===== src/rtl/tmds_pkg.sv =====
// Shared constants and helpers for the multi-channel TMDS encoder.
// Symbol constants are written bit9..bit0; bit 0 is transmitted first.
package tmds_pkg;

  localparam logic [1:0] MODE_CTL   = 2'b00;
  localparam logic [1:0] MODE_VID   = 2'b01;
  localparam logic [1:0] MODE_TERC4 = 2'b10;
  localparam logic [1:0] MODE_GUARD = 2'b11;

  localparam logic [9:0] CTL_CODE [4] = '{
    10'b1101010100,
    10'b0010101011,
    10'b0101010100,
    10'b1010101011
  };

  localparam logic [9:0] GUARD_0 = 10'b1011001100;
  localparam logic [9:0] GUARD_1 = 10'b0100110011;

  localparam logic [9:0] TERC4_TBL [16] = '{
    10'b1010011100, 10'b1001100011,
    10'b1011100100, 10'b1011100010,
    10'b0101110001, 10'b0100011110,
    10'b0110001110, 10'b0100111100,
    10'b1011001100, 10'b0100111001,
    10'b0110011100, 10'b1011000110,
    10'b1010001110, 10'b1001110001,
    10'b0101100011, 10'b1011000011
  };

  function automatic logic [3:0] popcount8(
    input logic [7:0] x
  );
    logic [3:0] n;
    n = '0;
    for (int i = 0; i < 8; i++)
      n = n + {3'b000, x[i]};
    return n;
  endfunction

endpackage


===== src/rtl/tmds_channel.sv =====
// Two-stage single-channel TMDS encoder with its own running disparity.
// TMDS_TERC4_EN adds TERC4 data-island and guard-band symbols.
module tmds_channel
  import tmds_pkg::*;
#(
  parameter int CH_IDX = 0,
  parameter int DISP_W = 5
) (
  input  logic       clk,
  input  logic       rst,
  input  logic [1:0] mode_i,
  input  logic       vld_i,
  input  logic [7:0] din_i,
  input  logic [1:0] ctl_i,
  input  logic [3:0] terc_i,
  output logic [9:0] dout_o
);

  typedef logic signed [DISP_W-1:0] disp_t;
  localparam disp_t TWO = disp_t'(2);

  logic [8:0] qm_d, qm_q;
  logic [1:0] ctl_q;
  logic [9:0] sym_d, dout_q;
  disp_t      cnt_d, cnt_q;

  logic       xnor_sel;
  logic [3:0] n1_din;
  logic [7:0] chain;

  always_comb begin
    n1_din   = popcount8(din_i);
    xnor_sel = (n1_din > 4'd4) ||
               (n1_din == 4'd4 && !din_i[0]);
    chain    = '0;
    chain[0] = din_i[0];
    for (int i = 1; i < 8; i++)
      chain[i] = xnor_sel ? ~(chain[i-1] ^ din_i[i])
                          :  (chain[i-1] ^ din_i[i]);
    qm_d = {~xnor_sel, chain};
  end

  logic [3:0] n1, n0;
  disp_t      n1e, n0e;
  logic       cnt_pos, cnt_neg;
  logic [9:0] vid_sym;
  disp_t      vid_cnt;

  always_comb begin
    n1      = popcount8(qm_q[7:0]);
    n0      = 4'd8 - n1;
    n1e     = disp_t'({{(DISP_W-4){1'b0}}, n1});
    n0e     = disp_t'({{(DISP_W-4){1'b0}}, n0});
    cnt_neg = cnt_q[DISP_W-1];
    cnt_pos = !cnt_neg && (cnt_q != '0);
    if (cnt_q == '0 || n1 == n0) begin
      vid_sym = {~qm_q[8], qm_q[8],
                 qm_q[8] ? qm_q[7:0] : ~qm_q[7:0]};
      vid_cnt = qm_q[8] ? cnt_q + n1e - n0e
                        : cnt_q + n0e - n1e;
    end else if ((cnt_pos && n1 > n0) ||
                 (cnt_neg && n0 > n1)) begin
      vid_sym = {1'b1, qm_q[8], ~qm_q[7:0]};
      vid_cnt = cnt_q + (qm_q[8] ? TWO : '0)
                + n0e - n1e;
    end else begin
      vid_sym = {1'b0, qm_q[8], qm_q[7:0]};
      vid_cnt = cnt_q + n1e - n0e
                - (qm_q[8] ? '0 : TWO);
    end
  end

`ifdef TMDS_TERC4_EN
  localparam logic [9:0] GUARD_SYM =
    (CH_IDX % 3 == 1) ? GUARD_1 : GUARD_0;
  logic [3:0] terc_q;
`else
  logic unused_terc;
  assign unused_terc = ^terc_i;
`endif

  // Every non-video symbol restarts the disparity from zero.
  always_comb begin
    sym_d = CTL_CODE[ctl_q];
    cnt_d = '0;
    unique case (1'b1)
      mode_i == MODE_VID: begin
        sym_d = vid_sym;
        cnt_d = vid_cnt;
      end
`ifdef TMDS_TERC4_EN
      mode_i == MODE_TERC4: sym_d = TERC4_TBL[terc_q];
      mode_i == MODE_GUARD: sym_d = GUARD_SYM;
`endif
      default: ;
    endcase
  end

  always_ff @(posedge clk) begin
    if (rst) begin
      qm_q   <= '0;
      ctl_q  <= '0;
      dout_q <= '0;
      cnt_q  <= '0;
`ifdef TMDS_TERC4_EN
      terc_q <= '0;
`endif
    end else begin
      qm_q  <= qm_d;
      ctl_q <= ctl_i;
`ifdef TMDS_TERC4_EN
      terc_q <= terc_i;
`endif
      if (vld_i) begin
        dout_q <= sym_d;
        cnt_q  <= cnt_d;
      end
    end
  end

  assign dout_o = dout_q;

endmodule


===== src/rtl/tmds_encoder_mc.sv =====
// Registered multi-channel TMDS encoder, 2-cycle latency.
// TMDS_TERC4_EN enables TERC4 islands and guard bands.
module tmds_encoder_mc
  import tmds_pkg::*;
#(
  parameter int NUM_CH = 3,
  parameter int DISP_W = 5
) (
  input  logic                 clk,
  input  logic                 rst,
  input  logic [1:0]           mode,
  input  logic                 valid_in,
  input  logic [8*NUM_CH-1:0]  din,
  input  logic [2*NUM_CH-1:0]  ctl,
  input  logic [4*NUM_CH-1:0]  terc,
  output logic [10*NUM_CH-1:0] dout,
  output logic                 valid_out
);

  logic [1:0] mode_q;
  logic       vld_q;
  logic       vout_q;

  always_ff @(posedge clk) begin
    if (rst) begin
      mode_q <= MODE_CTL;
      vld_q  <= 1'b0;
      vout_q <= 1'b0;
    end else begin
      mode_q <= mode;
      vld_q  <= valid_in;
      vout_q <= vld_q;
    end
  end

  assign valid_out = vout_q;

  for (genvar i = 0; i < NUM_CH; i++) begin : g_ch
    tmds_channel #(
      .CH_IDX (i),
      .DISP_W (DISP_W)
    ) u_ch (
      .clk    (clk),
      .rst    (rst),
      .mode_i (mode_q),
      .vld_i  (vld_q),
      .din_i  (din[8*i +: 8]),
      .ctl_i  (ctl[2*i +: 2]),
      .terc_i (terc[4*i +: 4]),
      .dout_o (dout[10*i +: 10])
    );
  end

endmodule


===== config.mk =====
export PLATFORM = sky130hd
export DESIGN_NAME = tmds_encoder_mc
export DESIGN_NICKNAME = d
export VERILOG_FILES = /design/src/rtl/tmds_pkg.sv /design/src/rtl/tmds_channel.sv /design/src/rtl/tmds_encoder_mc.sv
export SDC_FILE = /design/constraint.sdc
export NUM_CORES = 1
export LEC_CHECK = 0
export ABC_AREA = 1
export BUFFER_PORTS_ARGS = -buffer_cell sky130_fd_sc_hd__buf_4
export CAP_MARGIN = 10
export CORE_MARGIN = 1.5
export CORE_UTILIZATION = 55
export CTS_BUF_LIST = sky130_fd_sc_hd__clkbuf_8
export DETAILED_ROUTE_END_ITERATION = 10
export GPL_TIMING_DRIVEN = 1
export PLACE_DENSITY = 0.75
export SYNTH_ARGS = -nofsm -noshare
export SYNTH_HDL_FRONTEND = slang
export SYNTH_SLANG_ARGS = --single-unit

===== constraint.sdc =====
create_clock -name clk -period 8.25 [get_ports clk]
set_input_delay 2.0625 -clock clk [delete_from_list [all_inputs] [get_ports clk]]
set_output_delay 2.0625 -clock clk [all_outputs]
set_load 0.02 [all_outputs]

==> After elaboration in Yosys (flattened, before gate mapping) <==
Cells that the tools add are included.
{ "op_classes": {"add_sub_neg": 75, "n_lt_le_gt_ge": 12, "eq_ne": 7, "mux": 60, "bitwise": 54, "reduce_logical": 33} }
{ "ops": {"columns": ["operator", "count"], "rows": [
  ["10-bit 2-to-1 mux", 15],
  ["4-bit by 1-bit adder with 4-bit output", 36],
  ["10-bit binary-select mux with 2-bit select", 3],
  ["5-bit 2-to-1 mux", 12],
  ["5-bit adder", 9],
  ["5-bit subtractor", 9],
  ["5-bit by 4-bit adder with 5-bit output", 6],
  ["5-bit by 4-bit subtractor with 5-bit output", 6],
  ["1-bit inverter", 27],
  ["4-bit greater-than comparator", 6],
  ["8-bit 2-to-1 mux", 3],
  ["8-bit inverter", 3],
  ["1-bit 2-to-1 mux", 21],
  ["1-bit XOR", 21],
  ["5-bit logical NOT", 3],
  ["5-bit nonzero test", 3],
  ["1-bit by 1-bit adder with 2-bit output", 6],
  ["4-bit by 3-bit == test with 1-bit output, second input constant", 3],
  ["4-bit == test", 3],
  ["4-bit by 3-bit greater-than comparator with 1-bit output, second input constant", 3],
  ["1-bit logical AND", 12],
  ["2-bit 2-to-1 mux", 6],
  ["4-bit subtractor, first input constant", 3],
  ["3-bit greater-or-equal comparator, second input constant", 3],
  ["other kinds (4)", 19]
]} }
{ "totals": {"register_bits": 82, "inputBits": 47, "output_inout_bits": 31, "elab_cells": 256} }

==> Longest topological paths before layout <==
Gate-level depths: netlist of the first run.
{ "depth": {"word_depth": 29, "ltp_mapped": 30} }

==> By module <==
Synthesis of the first run repeated with hierarchy kept, for this count alone.
{ "unflattened": {"hier_cells": 1194, "area_unflattened_um2": 8421.8} }
{ "modules_own_cells": {"columns": ["module", "n_inst", "cells_each", "area_per_inst_um2", "seq_area_each_um2"], "rows": [
  ["tmds_channel at g_ch[2].u_ch", 1, 399, 2808.9, 520.5],
  ["tmds_channel at g_ch[1].u_ch", 1, 393, 2765.2, 520.5],
  ["tmds_channel at g_ch[0].u_ch", 1, 390, 2737.6, 520.5],
  ["tmds_encoder_mc", 1, 12, 110.1, 80.1]
]} }

==> Worst setup path before layout of the first run <==
No wires, ideal clock.
{ "synth_timing": {"path_type": "register to register", "start": "reg g_ch[2].u_ch.qm_q[0]", "end": "reg g_ch[2].u_ch.cnt_q[4]", "setup_time_ns": 0.135, "arrival_ns": 5.269, "setup_slack_ns": 2.846, "stages_incl_launch_ff": 29, "n_path_buf": 0, "period_less_slack_ns": 5.404, "path_cell_list": "dfxtp_1 -> ha_1 -> inv_1 -> fa_1 -> fa_1 -> inv_1 -> fa_1 -> inv_1 -> fa_1 -> inv_1 -> nor2_2 -> nand2_4 -> inv_1 -> ha_1 -> inv_1 -> nand3_1 -> nand2_4 -> xor2_1 -> inv_1 -> ha_1 -> inv_1 -> fa_1 -> xnor2_1 -> nand3b_1 -> nand2_1 -> o21ai_1 -> nand2_1 -> nand2_1 -> a21oi_1"} }
{ "synth_via": {"elab_chain_cells": 14, "elab_cells_between_ends": 28} }
{ "synth_rtl": {"columns": ["element", "line_no", "text"], "rows": [
  ["start, declared", "tmds_channel.sv:22", "logic [8:0] qm_d, qm_q;"],
  ["start signal, assigned", "tmds_channel.sv:109", "qm_q <= qm_d;"],
  ["1-bit by 1-bit adder with 2-bit output *", "tmds_pkg.sv:37", "n = n + {3'b000, x[i]};"],
  ["4-bit by 1-bit adder with 4-bit output * (6 in a row)", "tmds_pkg.sv:37", null],
  ["branches (longest 5 deep; another with 5-bit by 4-bit adder with 5-bit output)", null, null],
  ["5-bit 2-to-1 mux *", "tmds_channel.sv:56", "if (cnt_q == '0 || n1 == n0) begin"],
  ["5-bit 2-to-1 mux *", "tmds_channel.sv:86", "unique case (1'b1)"],
  ["end signal, assigned", "tmds_channel.sv:116", "cnt_q <= cnt_d;"],
  ["end, declared", "tmds_channel.sv:25", "disp_t cnt_d, cnt_q;"]
]} }
Mark *: on every way between the ends.
A chain may end at the register's enable or synchronous reset.

==> Final worst setup path of the first run <==
Ends and elaborated chain as after synthesis.

==> flow_summary.ini, run 1 <==
[status]
status = finished clean

[cts]
postCtsHoldBufs = 0
htree_levels = 3
clock-sinks = 82
cts-buffers-inserted = 9
insertion_delay_ps = 390
clock_path_buffers = 2
clk_pin_slew_worst_paths_ps = 100
post_cts_buffers = 0
cts_resized = 0
root_buffer = clkbuf_8
cts_tree = done

[drt]
ant_nets = 0
first_iter_violations = 394
wl_um = 17700
routedWlPerCell_um = 12.9
drt_pass1_iterations = 5
drc_errors = 0
via_count = 7024
routed_via_density = 5.13

[sta]
hold_violations = 0
drv_slew = 0
period_minus_slack_ps = 5980
slew_headroom = 0.364
rsz0062_at_grt = false
setup_violations = 0
post-route-period-util = 0.725
fin_tns_setup_ps = 0
worst_slew_pin_slew_ps = 954
fin_skew_ps = 12.2
max_freq_ghz = 0.167

[layout]
final_cells = 1368
area_growth_syn_to_layout_pct = 10.3
drive_above_1_share = 0.156
stdcell_area_um2 = 8940
finalNetCount = 1352
diodes = 0

[place]
dp.cells = 1352
dpl.hpwl_um = 13800
finalWeightedCongestion = 0.898
placed_area_um2 = 8760
numPortBuffers = 65

[yosys]
yosys-top-cells-area = dfxtp_1 20%, ha_1 13%, nand2_1 10%
yosysMostFrequentCell = nand2_1
yosys.area_share.simple = 0.294
ys_warn_count = 0
synth_fp_nets = 1294
yosys-top-cells-count = 219 x nand2_1, 211 x inv_1, 119 x nand3_1
synth_seq_cells = 82
synth_cell_types = 34
synthFlopType = dfxtp_1
synth_compound_area_frac = 0.0985
synth_enable_flop_cells = 0
synthCells = 1121
synthAdderAreaFrac = 0.231
synth.largest_area_cell = dfxtp_1
syn_avg_cell_area_um2 = 7.23
seq_area_frac_synth = 0.203
synth_xor_area_frac = 0.0608
synth_top_family_by_area = simple AND/OR/NAND/NOR gates
synthDominantCellAreaShare = 0.203
synth_mux_area_frac = 0
syn_area_um2 = 8110
synthArstFlopShare = 0

[global_route]
grt_pass1_wl_um = 30500
grt_max_degree = 77
grt-ovfl-total = 0
grt_pass1_vias = 6614
grtUsageTotal = 0.237
antenna_found_initial = 0

[floorplanning]
die_w_um = 124
die_h_um = 124
dieArea_um2 = 15500
initial_core_util = 0.560
ios = 78
rows = 44
coreArea_um2 = 14500

[setup_path]
cp_max_fo = 5
crit_type = reg -> reg
cp.arrival_ps = 6210
endpoint_kind = register
path_common_cell = inv_1
worstPathRequired_ps = 8480
cp_top_family = adder cells
path_buf_inv = 8
start_kind = register
slowest_stage = fa_1
cpPeakStageDelay_ps = 540

[job]
max_cap_viol_count = 0

[min_path]
hold_path.class = reg -> reg
-- kinds of logic (layout without fill, tap and decap cells) --
logic type                 count (synthesis)  count (layout)
and+or+nand+nor                          482             482
buffers and inverters                    240             303
AOI/OAI and AO/OA                        139             139
adders and majority gates                126             126
DFF                                       82              82
xor gates and xnor gates                  52              52
-- final timing paths --
| kind | from | endpoint | slack (ps) | cells after the start |
|---|---|---|---|---|
| worst max-delay path | g_ch[2].u_ch.qm_q[0] | g_ch[2].u_ch.cnt_q[4] | 2270 | 28 |
| worst min-delay path | g_ch[0].u_ch.dout_o[8] | g_ch[0].u_ch.dout_o[8] | 470 | 2 |
| worst max register to register | g_ch[2].u_ch.qm_q[0] | g_ch[2].u_ch.cnt_q[4] | 2270 | 28 |
| worst min register to register | g_ch[0].u_ch.dout_o[8] | g_ch[0].u_ch.dout_o[8] | 470 | 2 |
-- layout make-up --
type | instances | area [um^2]
clock buffers | 10 | 138
clock inverters | 6 | 42.5
fillers | 1349 | 5540
inverters | 220 | 838
multi-input cells | 799 | 5540
flip-flops and latches | 82 | 1640
well taps | 184 | 230
repair buffers | 67 | 503
-- layer usage --
metal / global-route usage / share of wire / vias up
met5: 0 / 0 / -
met4: 0.0676 / 0.013 / 0
met3: 0.0305 / 0.053 / 17
met2: 0.381 / 0.45 / 163
met1: 0.334 / 0.48 / 3207
li1: - / - / 3637
-- metrics by stage --
step                      setup WS (ps)  hold slack, ps  utilization
final                              2270             470        0.617
after floorplan                    2850             458            -
after global placement             2410             459        0.605
after detailed placement           2320             460        0.605
after CTS                          2260             475        0.617
after global routing               1920             499        0.617
-- cell usage in the layout, fill, tap and decap left out, drive strengths merged, types with 4 or more instances in the layout --
cell type	netlist	final
nand2	260	260
inv	220	222
nand3	136	136
ha	87	87
dfxtp	82	82
a21oi	78	78
nor2	68	68
buf	8	67
o21ai	48	48
fa	39	39
xor2	37	37
xnor2	15	15
clkbuf	12	10
or2	7	7
nand3b	7	7
a31oi	4	4
nand4	4	4
-- flip-flops by register name, indices dropped and copies added, names as in the netlist --
| register | cells |
|---|---|
| g_ch.u_ch.dout_o | 30 |
| g_ch.u_ch.qm_q | 27 |
| g_ch.u_ch.cnt_q | 15 |
| g_ch.u_ch.ctl_q | 6 |
| mode_q | 2 |
| valid_out | 1 |
| vld_q | 1 |
-- worst min-delay path, delay by kind of cell, from the launching register on --
| kind | cells | cell delay [ps] |
|---|---|---|
| and+or+nand+nor | 1 | 60 |
| DFF | 1 | 320 |
| AOI/OAI and AO/OA | 1 | 50 |
Power of run 1 is left out: the tool's default activity adds up to more than one toggle a clock period on the data nets, which glitch-free logic cannot reach.
==> run 2, diff against run 1 <==
Settings changed: ABC_AREA 1 to 0.
Clock period 8.25 ns to 6.2 ns, I/O delays scaled along.
==> run 2 against run 1 <==
Net effect:
- count of clock-buffer cells in the layout unchanged
- critical path depth down 6
- largest cell class unchanged
- sequential cell count unchanged
- first-iteration DRC count down 17%
- die area down 1.2%
- setup slack worse by 2000 ps
- highest routed layer unchanged
==> flow_summary.ini, run 2 <==
[setup_path]
path_buf_inv = 5
start_kind = register
r2r_setup_slack_ps = 320
endpoint = g_ch[0].u_ch.cnt_q[4]
worstPathRequired_ps = 6470
slowest_stage = fa_1
reg2reg_from = g_ch[0].u_ch.qm_q[0]
endpoint_kind = register
cp_num_cells = 22
reg2reg_depth = 22
cp_top_family = adder cells
cp_max_fo = 7
cp.arrival_ps = 6160
crit_type = reg -> reg
worstPathCellList = ha_1 -> inv_1 -> fa_1 -> fa_1 -> inv_1 -> fa_1 -> inv_1 -> fa_1 -> ha_1 -> inv_1 -> ha_1 -> xnor2_2 -> xnor2_1 -> ha_1 -> ha_1 -> inv_1 -> fa_1 -> xnor2_1 -> nand3_1 -> a311oi_1 -> nor3_1 -> a32oi_1
cpPeakStageDelay_ps = 540
rr_endpoint = g_ch[0].u_ch.cnt_q[4]
setup.worst_path.start = g_ch[0].u_ch.qm_q[0]

[yosys]
syn_area_um2 = 8000
synth.largest_area_cell = dfxtp_1
synthFlopType = dfxtp_1
synth_cell_types = 69
yosysMostFrequentCell = inv_1
synth_fp_nets = 1109
seq_area_frac_synth = 0.205
synthDominantCellAreaShare = 0.205
ys_warn_count = 0
yosys-top-cells-count = 131 x inv_1, 87 x ha_1, 82 x dfxtp_1
synthArstFlopShare = 0
synth_enable_flop_cells = 0
syn_avg_cell_area_um2 = 8.55
synthCells = 936
synth_seq_cells = 82
yosys-top-cells-area = dfxtp_1 21%, ha_1 14%, fa_1 9.8%

[sta]
max_freq_ghz = 0.170
slew_headroom = 0.277
rsz0062_at_grt = false
fin_tns_setup_ps = 0
period_minus_slack_ps = 5880
worst_slew_pin_slew_ps = 1080
holdWs_ps = 495
setup_violations = 0
drv_slew = 0
post-route-period-util = 0.948
fin_skew_ps = 17.8
hold_violations = 0

[drt]
ant_nets = 0
first_iter_violations = 327
drc_errors = 0
routedWlPerCell_um = 14.3
wl_um = 16800
drt_pass1_iterations = 5
via_count = 6398
routed_via_density = 5.45
dr_wl_met2_um = 7470
wl_met3_um = 745
highest_layer = met4
met1_length_um = 8430

[global_route]
grt_pass1_wl_um = 28300
grt-ovfl-total = 0
grtUsageTotal = 0.233
grt_pass1_vias = 6002
antenna_found_initial = 0
grt_max_degree = 68

[layout]
final_common_cell = inv_1
diodes = 0
largest_reg_flops = 30
mostFrequentLayoutCells = 131 x inv_1, 87 x ha_1, 81 x dfxtp_1
area_growth_syn_to_layout_pct = 11.3
finalNetCount = 1162
fill_cells = 1208
drive_above_1_share = 0.131

[place]
finalWeightedCongestion = 0.914
dpl.hpwl_um = 13200
numPortBuffers = 65

[status]
status = finished clean

[floorplanning]
ios = 78
die_w_um = 124
rows = 43
die_h_um = 124
dieArea_um2 = 15300
coreArea_um2 = 14000
initial_core_util = 0.570

[min_path]
hold_path.class = reg -> reg
min_from = g_ch[0].u_ch.dout_o[8]

[cts]
cts_tree = done
clock_path_buffers = 2
clk_pin_slew_worst_paths_ps = 90
insertion_delay_ps = 370
root_buffer = clkbuf_8
clock-sinks = 82
cts-buffers-inserted = 9
htree_levels = 3

[job]
max_cap_viol_count = 0
==> run 2: changes by cell type after synthesis, moves of 20 or more <==
cell and change:
a21oi_2 -21, inv_1 -80, nand2_1 -166, nand2_2 -24, nand2b_1 +20, nand3_1 -111, nor2b_1 +36, nor4_1 +24
o21ai_0 -24, xnor2_1 +50
==> run 2: timing repair <==
item                       4_1_cts  5_1_grt
buffers inserted                 0        3
hold buffers                     0        0
gates resized for setup          0        3
setup endpoints to repair        0        3
==> run 2: layer usage <==
metal | track usage | vias to the layer above
met4 | 0.0553 | 0
li1 | - | 3268
met2 | 0.366 | 146
met3 | 0.0357 | 13
met1 | 0.338 | 2971
met5 | 0 | -
==> run 2: worst min path at each step <==
| stage | cells past startpoint | slack (ps) | endpoint |
|---|---|---|---|
| 2_1_floorplan | 2 | 440 | g_ch[1].u_ch.cnt_q[2] |
| 6_report | 2 | 490 | g_ch[0].u_ch.dout_o[8] |
| 5_1_grt | 2 | 530 | g_ch[1].u_ch.dout_o[3] |
| 3_3_place_gp | 2 | 460 | g_ch[0].u_ch.dout_o[8] |
| 3_5_place_dp | 2 | 490 | g_ch[0].u_ch.dout_o[8] |
| 4_1_cts | 2 | 500 | g_ch[0].u_ch.dout_o[8] |
==> run 2: worst reg2reg max path, stage by stage, from the launching register on <==
cell and delay (ps):
dfxtp_1 340, ha_1 290, inv_1 60, fa_1 420, fa_1 490, inv_1 50
fa_1 410, inv_1 90, fa_1 540, ha_1 310, inv_1 100, ha_1 260
xnor2_2 370, xnor2_1 150, ha_1 380, ha_1 160, inv_1 40, fa_1 370
xnor2_1 280, nand3_1 140, a311oi_1 280, nor3_1 90, a32oi_1 160
==> run 2: cell families after synthesis <==
logic type      share of synthesized area
flops                               0.205
buf+inv                            0.0839
fa+ha+maj                           0.234
xor+xnor                            0.118
mux                                0.0341
simple gates                        0.174
compound gates                      0.151
==> run 2: metrics by stage <==
stage | utilization | area (um^2) | setup slack [ps] | cells
4_1_cts | 0.631 | 8860 | 133 | 1171
2_1_floorplan | - | 8000 | 541 | 936
6_report | 0.635 | 8910 | 320 | 1174
3_5_place_dp | 0.615 | 8630 | 161 | 1155
3_3_place_gp | 0.615 | 8630 | 277 | 1155
5_1_grt | 0.635 | 8910 | 1.62 | 1174
==> run 2: layout make-up <==
| class | instances | area (um^2) | share of cell area |
|---|---|---|---|
| clock buffers | 10 | 138 | 0.0154 |
| clock inverters | 6 | 93.8 | 0.0105 |
| inverters | 137 | 517 | 0.0580 |
| multi-input cells | 682 | 5720 | 0.642 |
| flip-flops and latches | 82 | 1640 | 0.184 |
| well taps | 180 | 225 | 0.0253 |
| repair buffers | 77 | 578 | 0.0649 |
Power of run 2 is left out for the same reason.
==> run 3, diff against run 2 <==
Settings changed: CORE_UTILIZATION 55 to 60, CTS_BUF_LIST sky130_fd_sc_hd__clkbuf_8 to default, PLACE_DENSITY 0.75 to 0.81.
==> run 3 against run 2 <==
Net effect:
- critical path depth grew 1
- sequential share of layout area is 0.21 points lower
- utilization increased by 5.2 points
- count of clock-buffer cells in the layout rose by 1
- wire length is 2.0% higher
- largest cell class unchanged
==> flow_summary.ini, run 3 (synthesis gave the netlist of run 2 again) <==
[setup_path]
worstPathRequired_ps = 6470
crit_type = reg -> reg
cp_max_fo = 5
endpoint_kind = register
cp.arrival_ps = 6170
start_kind = register

[sta]
setup_violations = 0
slew_headroom = 0.273
holdWs_ps = 470
worst_slew_pin_slew_ps = 1090
post-route-period-util = 0.952
fin_tns_setup_ps = 0
hold_violations = 0
rsz0062_at_grt = true
fin_skew_ps = 6.57
period_minus_slack_ps = 5900
max_freq_ghz = 0.169
drv_slew = 0

[floorplanning]
die_w_um = 119
ios = 78
rows = 42
initial_core_util = 0.609
coreArea_um2 = 13100
dieArea_um2 = 14000
die_h_um = 119

[drt]
wl_um = 17200
drt_pass1_iterations = 5
drc_errors = 0
routed_via_density = 5.62
via_count = 6568
first_iter_violations = 326
routedWlPerCell_um = 14.7
ant_nets = 0

[cts]
clk_pin_slew_worst_paths_ps = 60
htree_levels = 3
cts_tree = done
clock_path_buffers = 2
insertion_delay_ps = 340
root_buffer = clkbuf_16
cts-buffers-inserted = 9
clock-sinks = 82

[global_route]
grtUsageTotal = 0.251
grt-ovfl-total = 0
grt_pass1_vias = 6298
antenna_found_initial = 0
grt_pass1_wl_um = 29200
grt_max_degree = 68

[place]
numPortBuffers = 65
finalWeightedCongestion = 0.931
dpl.hpwl_um = 13100

[layout]
finalNetCount = 1161
diodes = 0
utilization = 0.686
final_common_cell = inv_1
drive_above_1_share = 0.129
area_growth_syn_to_layout_pct = 12.6
largest_reg_flops = 30
mostFrequentLayoutCells = 131 x inv_1, 87 x ha_1, 81 x dfxtp_1

[job]
max_cap_viol_count = 0

[min_path]
hold_path.class = reg -> reg

[status]
status = finished clean
run 3: what timing repair did:
action / in CTS / in global routing
setup endpoints to repair: 0 / 3
resized for setup: 0 / 7
buffers inserted: 0 / 4
hold buffers: 0 / 0
run 3: worst max-delay path: stages (launching register included):
cell       delay, ps
dfxtp_1          320
ha_1             280
inv_1             70
fa_1             440
fa_1             540
inv_1             50
fa_1             450
inv_1             80
fa_1             460
buf_4            190
nand2b_1         130
nor2_1            80
ha_1             340
nor2b_1           70
a32oi_2          270
xnor2_2          140
ha_1             320
inv_1             80
fa_1             460
xor2_2           280
xnor2_1          100
a2111oi_0        410
a31oi_1          130
o21ai_1          130
run 3: through the flow:
step                std cells  cell area [um^2]  worst slack [ps]
floorplan                 936              8000               541
global placement         1149              8610               270
detailed placement       1149              8610               152
CTS                      1164              8920              84.1
global route             1168              9010             -21.9
finish                   1168              9010               298
run 3: final cells by class:
type	instances	area, um^2
inverters	137	517
flip-flops and latches	82	1640
well taps	176	220
multi-input cells	682	5750
clock buffers	11	233
clock inverters	4	77.6
repair buffers	76	571
fillers	1079	4120
run 3: worst paths after layout:
path / startpoint / to / slack, ps / cells after the start
setup reg to reg: g_ch[1].u_ch.qm_q[0] / g_ch[1].u_ch.cnt_q[4] / 300 / 23
setup / recovery: g_ch[1].u_ch.qm_q[0] / g_ch[1].u_ch.cnt_q[4] / 300 / 23
hold / removal: g_ch[0].u_ch.dout_o[8] / g_ch[0].u_ch.dout_o[8] / 470 / 2
hold reg to reg: g_ch[0].u_ch.dout_o[8] / g_ch[0].u_ch.dout_o[8] / 470 / 2
run 3: per-layer routing:
metal,vias up,wire [um],global-route usage
met5,-,0,0
met4,0,370,0.0813
met3,30,1110,0.0314
met2,232,7930,0.398
met1,3047,7750,0.357
li1,3259,-,-
Power of run 3 is left out for the same reason.
